File: src/rtl/safe_softmax_exp2_pipe.sv
// safe_softmax_exp2_pipe: per-lane y = 2^-x using a 3-segment linear mantissa, 3-stage valid/ready pipe.
// Build option: define SOFTMAX_EXP2_ROUND_EN for round-half-up on both shifts (default truncates).
module safe_softmax_exp2_pipe #(
    parameter int D_W  = 16,
    parameter int N_CH = 4
) (
    input  logic                I_CLK,
    input  logic                I_RST_N,
    input  logic                I_VALID,
    output logic                O_READY,
    input  logic [N_CH*D_W-1:0] I_X,
    output logic                O_VALID,
    input  logic                I_READY,
    output logic [N_CH*D_W-1:0] O_DATA
);
    localparam int FRAC = D_W - 3;
    localparam int PW   = 2*FRAC + 1;
    localparam int MW   = FRAC + 2;
`ifdef SOFTMAX_EXP2_ROUND_EN
    localparam bit ROUND = 1'b1;
`else
    localparam bit ROUND = 1'b0;
`endif
    localparam bit IS16 = (D_W == 16);

    localparam logic [FRAC-1:0] T1 = FRAC'(IS16 ? 1930 : 7);
    localparam logic [FRAC-1:0] T2 = FRAC'(IS16 ? 6026 : 23);
    localparam logic [MW-1:0]   K0 = MW'(IS16 ? 8192 : 32);
    localparam logic [MW-1:0]   K1 = MW'(IS16 ? 7800 : 30);
    localparam logic [MW-1:0]   K2 = MW'(IS16 ? 6935 : 27);
    localparam logic [FRAC-1:0] S0 = FRAC'(IS16 ? 5678 : 22);
    localparam logic [FRAC-1:0] S1 = FRAC'(IS16 ? 4015 : 16);
    localparam logic [FRAC-1:0] S2 = FRAC'(IS16 ? 2839 : 11);
    localparam logic [PW-1:0]   P_HALF = ROUND ? (PW'(1) << (FRAC-1)) : '0;

    typedef enum logic [1:0] {SEG0, SEG1, SEG2} seg_e;

    logic                s1_valid;
    logic                s2_valid;
    logic [2:0]          s1_int [N_CH];
    logic [FRAC-1:0]     s1_f   [N_CH];
    seg_e                s1_seg [N_CH];
    logic [2:0]          s2_int [N_CH];
    logic [MW-1:0]       s2_m   [N_CH];

    logic [2:0]          int_d  [N_CH];
    logic [FRAC-1:0]     f_d    [N_CH];
    seg_e                seg_d  [N_CH];
    logic [MW-1:0]       m_d    [N_CH];
    logic [N_CH*D_W-1:0] y_d;

    // Whole pipe moves as one; a held output beat freezes every stage behind it.
    assign O_READY = ~O_VALID | I_READY;

    always_comb begin : seg_select
        for (int k = 0; k < N_CH; k++) begin
            int_d[k] = I_X[k*D_W + FRAC +: 3];
            f_d[k]   = I_X[k*D_W +: FRAC];
            seg_d[k] = SEG1;
            if (f_d[k] <= T1)
                seg_d[k] = SEG0;
            else if (f_d[k] >= T2)
                seg_d[k] = SEG2;
        end
    end

    always_comb begin : mantissa
        logic [MW-1:0]   k_sel;
        logic [FRAC-1:0] s_sel;
        logic [PW-1:0]   prod;
        k_sel = K0;
        s_sel = S0;
        prod  = '0;
        for (int k = 0; k < N_CH; k++) begin
            k_sel = K0;
            s_sel = S0;
            case (s1_seg[k])
                SEG1:    begin k_sel = K1; s_sel = S1; end
                SEG2:    begin k_sel = K2; s_sel = S2; end
                default: ;
            endcase
            // Full-width product, so the largest S*f cannot wrap before the cut.
            prod   = PW'(s_sel) * PW'(s1_f[k]) + P_HALF;
            m_d[k] = k_sel - MW'(prod >> FRAC);
        end
    end

    always_comb begin : int_shift
        logic [MW-1:0] half;
        half = '0;
        y_d  = '0;
        for (int k = 0; k < N_CH; k++) begin
            half = '0;
            if (ROUND && s2_int[k] != 3'd0)
                half = MW'(1) << (s2_int[k] - 3'd1);
            y_d[k*D_W +: D_W] = D_W'((s2_m[k] + half) >> s2_int[k]);
        end
    end

    always_ff @(posedge I_CLK or negedge I_RST_N) begin
        if (!I_RST_N) begin
            s1_valid <= 1'b0;
            s2_valid <= 1'b0;
            O_VALID  <= 1'b0;
            O_DATA   <= '0;
            for (int k = 0; k < N_CH; k++) begin
                s1_int[k] <= '0;
                s1_f[k]   <= '0;
                s1_seg[k] <= SEG0;
                s2_int[k] <= '0;
                s2_m[k]   <= '0;
            end
        end else if (O_READY) begin
            s1_valid <= I_VALID;
            s2_valid <= s1_valid;
            O_VALID  <= s2_valid;
            if (I_VALID) begin
                for (int k = 0; k < N_CH; k++) begin
                    s1_int[k] <= int_d[k];
                    s1_f[k]   <= f_d[k];
                    s1_seg[k] <= seg_d[k];
                end
            end
            if (s1_valid) begin
                for (int k = 0; k < N_CH; k++) begin
                    s2_int[k] <= s1_int[k];
                    s2_m[k]   <= m_d[k];
                end
            end
            if (s2_valid)
                O_DATA <= y_d;
        end
    end

endmodule
File: config.mk
export PLATFORM = sky130hd
export DESIGN_NAME = safe_softmax_exp2_pipe
export DESIGN_NICKNAME = d
export VERILOG_FILES = /design/src/rtl/safe_softmax_exp2_pipe.sv
export SDC_FILE = /design/constraint.sdc
export NUM_CORES = 2
export LEC_CHECK = 0
export ABC_AREA = 1
export CELL_PAD_IN_SITES_DETAIL_PLACEMENT = 0
export CELL_PAD_IN_SITES_GLOBAL_PLACEMENT = 1
export CORE_MARGIN = 2
export CORE_UTILIZATION = 53
export CTS_BUF_LIST = sky130_fd_sc_hd__clkbuf_2
export CTS_CLUSTER_DIAMETER = 40
export DETAILED_ROUTE_END_ITERATION = 6
export GPL_TIMING_DRIVEN = 0
export PLACE_DENSITY = 0.95
export REMOVE_ABC_BUFFERS = 1
export SETUP_SLACK_MARGIN = 0.02
export SLEW_MARGIN = 10
export SYNTH_ARGS = -nofsm -noshare
export SYNTH_HDL_FRONTEND = slang
export SYNTH_SLANG_ARGS = --single-unit
File: constraint.sdc
create_clock -name I_CLK -period 20.6 [get_ports I_CLK]
set_input_delay 3.09 -clock I_CLK [delete_from_list [all_inputs] [get_ports I_CLK]]
set_output_delay 3.09 -clock I_CLK [all_outputs]
set_load 0.05 [all_outputs]
==> key figures <==
Outcome
  • Status: completed

Critical path
  • CP Data Required Time: around 18000 ps
  • Critical path, cell by cell: clkdlybuf4s50_1, nor2_1, inv_1, clkdlybuf4s50_1
  • CP most frequent cell: clkdlybuf4s50_1
  • CP Launch Type: input port
  • Crit-path max FO: 5
  • Largest stage delay, worst path: approximately 740 ps
  • CP max stage cell: clkdlybuf4s50_1
  • CP Capture Type: primary output
  • Kind of critical path: input port to primary output
  • CP arrival: roughly 4700 ps

Detailed routing
  • DRT Wirelength: 69.21 mm
  • Via density: slightly above 5
  • Vias: between 20k and 25k
  • DR DRC count: 0
  • Initial DRC count: ~1.2k
  • Routed Antenna Nets: 0
  • DR WL/cell: around 15 microns
  • Drt pass-1 iters: 5

Logic synthesis
  • Post-Synthesis Mean Instance Area: about 8.2 sq um
  • Register area share after synthesis: about 17%
  • Fraction of registers with async set/reset: 100.0%
  • Synth unique cells: 52
  • Gate Count Post-Synth: between 3k and 4k
  • Leading area contributor after synthesis: fa_1
  • Synth top area cells: fa_1 (28%), dfrtp_1 (17%), ha_1 (15%)
  • Mapped Area: between 30000 and 40000 sq um
  • FF+latch count, synth: about 210
  • Main synth FF type: dfrtp_1
  • Synth warn: 0
  • Post-synth EDFFs: 0
  • Top-area cell type share of the netlist area: between 20% and 30%

STA
  • Final Cycle Share: a little under two fifths
  • Tightest Pin Transition: 1018 ps
  • RSZ-0062 raised after global routing: no
  • Final setup TNS: 0 ps
  • Fin Hold WS: 462.7 ps
  • Clk_skew: 143.3 ps
  • Final Hold Viols: 0
  • Rel. slew slack: ~32%
  • Maximum clock frequency: between 0.1 and 0.15 GHz
  • Setup violations, final: 0
  • Fin crit period: slightly below 8000 ps
  • Max Slew Vio Count: 0

Clocking
  • Skew-Pair Late Insertion Delay: between 1000 and 1500 ps
  • CTS clk-pin slew, worst paths: roughly 100 ps
  • Hold buffers post-CTS: 0
  • Post-CTS Setup Bufs: 0
  • Post-cts sizing count: 0
  • CTS Buf Count: 59
  • Root Driver: clkbuf_2
  • Htree depth: 2
  • CTS tree: built
  • Clock Path Buffers: 3
  • Clk sink count: around 210

Placed design
  • # port buffers: approximately 130
  • GPL Wtd Cong: 0.9171
  • Post-DP HPWL: about 57 mm

GRT
  • Initial antenna violation count: 3
  • Largest net degree at the start of global routing: 100
  • Grt total ovfl: 0
  • First-pass GRT wire length: between 100 and 150 mm
  • Vias in the first global route: 24.93k
  • GRT Total Usage: roughly a quarter

Die
  • Die ar.: ~60000 sq um
  • Io pins: approximately 130
  • Initial Utilization: a little over half
  • DIE HEIGHT: between 200 and 250 microns
  • Die span in x: about 240 microns
  • Core area: approximately 57000 sq um
  • Core Rows: 88

Flow run
  • Maxcap violations: 0

Final layout
  • Core Util, Final: 58.22%
  • Nets: 4755
  • Filler cells: around 5.2k
  • Layout cells sized above 1: under 10%
  • P&R area growth vs syn: 9.222%

Min path
  • Hold crit path type: register to register
==> routing by layer <==
metal | vias up | wire (microns) | global-route usage (%)
met5 | - | 13 | 0
met4 | 2 | 1924 | 7.819
met3 | 119 | 3976 | 4.203
met2 | 524 | 32650 | 41.47
met1 | 11330 | 30640 | 32.56
li1 | 11680 | - | -
==> sequential cells by signal, indices dropped and copies added, names as in the netlist <==
signal and count:
O_VALID 1, s2_valid 1, O_DATA 60, s2_m 60
s2_int 12, s1_int 12, s1_f 52, s1_seg 8
s1_valid 1
==> worst max-delay path, delay by kind of cell <==
kind,cells,cell delay (ps)
simple gates,1,280
buf+inv,3,1340
==> Yosys cell counts (4+ instances only) <==
cell	count
o21ai_0	207
o21ai_1	17
nand2_1	720
o41ai_1	4
nand3_2	4
xor2_1	37
nor2_1	182
o21bai_1	16
nand4_1	17
nand3b_1	14
clkbuf_1	79
ha_1	376
mux2i_1	15
buf_4	4
buf_1	6
o221ai_1	31
fa_1	432
o22ai_1	6
nand2_2	14
a31oi_1	9
dfrtp_1	207
inv_2	6
or2_2	5
xnor2_1	46
o211ai_1	15
nor3_1	10
inv_1	999
a21oi_1	137
a211oi_1	7
nand3_1	92
nor4_1	6
==> layout make-up <==
| class | instances | area (sq um) | share of cell area, % |
|---|---|---|---|
| diodes | 3 | 7.507 | 0.02243 |
| clock inverters | 27 | 309.0 | 0.9236 |
| clock buffers | 78 | 390.4 | 1.167 |
| flip-flops and latches | 207 | 5180 | 15.48 |
| inverters | 1008 | 3787 | 11.32 |
| repair buffers | 135 | 1439 | 4.300 |
| well taps | 765 | 957.2 | 2.860 |
| multi-input cells | 2468 | 21390 | 63.93 |
==> cell families after synthesis <==
| logic type | share of synthesized area (%) |
|---|---|
| AND/OR/NAND/NOR | 14.24 |
| AO/OA/AOI/OAI | 8.838 |
| other | 0.02451 |
| adder cells (fa/ha/maj) | 43.58 |
| buffers and inverters | 13.54 |
| multiplexers | 0.4901 |
| flip-flops | 16.91 |
| XOR/XNOR | 2.373 |
==> per-stage QoR <==
step | area [sq um] | worst slack [ps] | instances
5_1_grt | 33460 | 12340 | 4690
6_report | 33460 | 12790 | 4691
3_3_place_gp | 32590 | 7175 | 4577
4_1_cts | 33450 | 12770 | 4688
2_1_floorplan | 30340 | 12970 | 3683
3_5_place_dp | 32760 | 12780 | 4583
==> worst paths after layout <==
check / startpoint / endpoint / slack (ps) / cells past startpoint
max: I_READY / O_READY / 12790 / 4
max reg2reg: s1_seg[4]$_DFFE_PN0P_ / s2_m[43]$_DFFE_PN0P_ / 12950 / 39
min reg2reg: s2_valid$_DFFE_PN0N_ / O_VALID$_DFFE_PN0N_ / 460 / 2
min in group asynchronous: I_RST_N / s2_m[32]$_DFFE_PN0P_ / 2000 / 1
min: s2_valid$_DFFE_PN0N_ / O_VALID$_DFFE_PN0N_ / 460 / 2
max in group asynchronous: I_RST_N / s2_m[38]$_DFFE_PN0P_ / 17440 / 3
==> cells in the final DEF (no fill, tap or decap), types with 92 or more instances in the layout <==
master and instances:
nand2_1 719, a21oi_1 137, inv_1 997, nand3_1 92, dfrtp_1 207, nor2_1 181
clkdlybuf4s50_1 128, fa_1 432, o21ai_0 207, ha_1 376
Power is left out: the tool's default activity adds up to more than one toggle a clock period on the data nets, which glitch-free logic cannot reach.
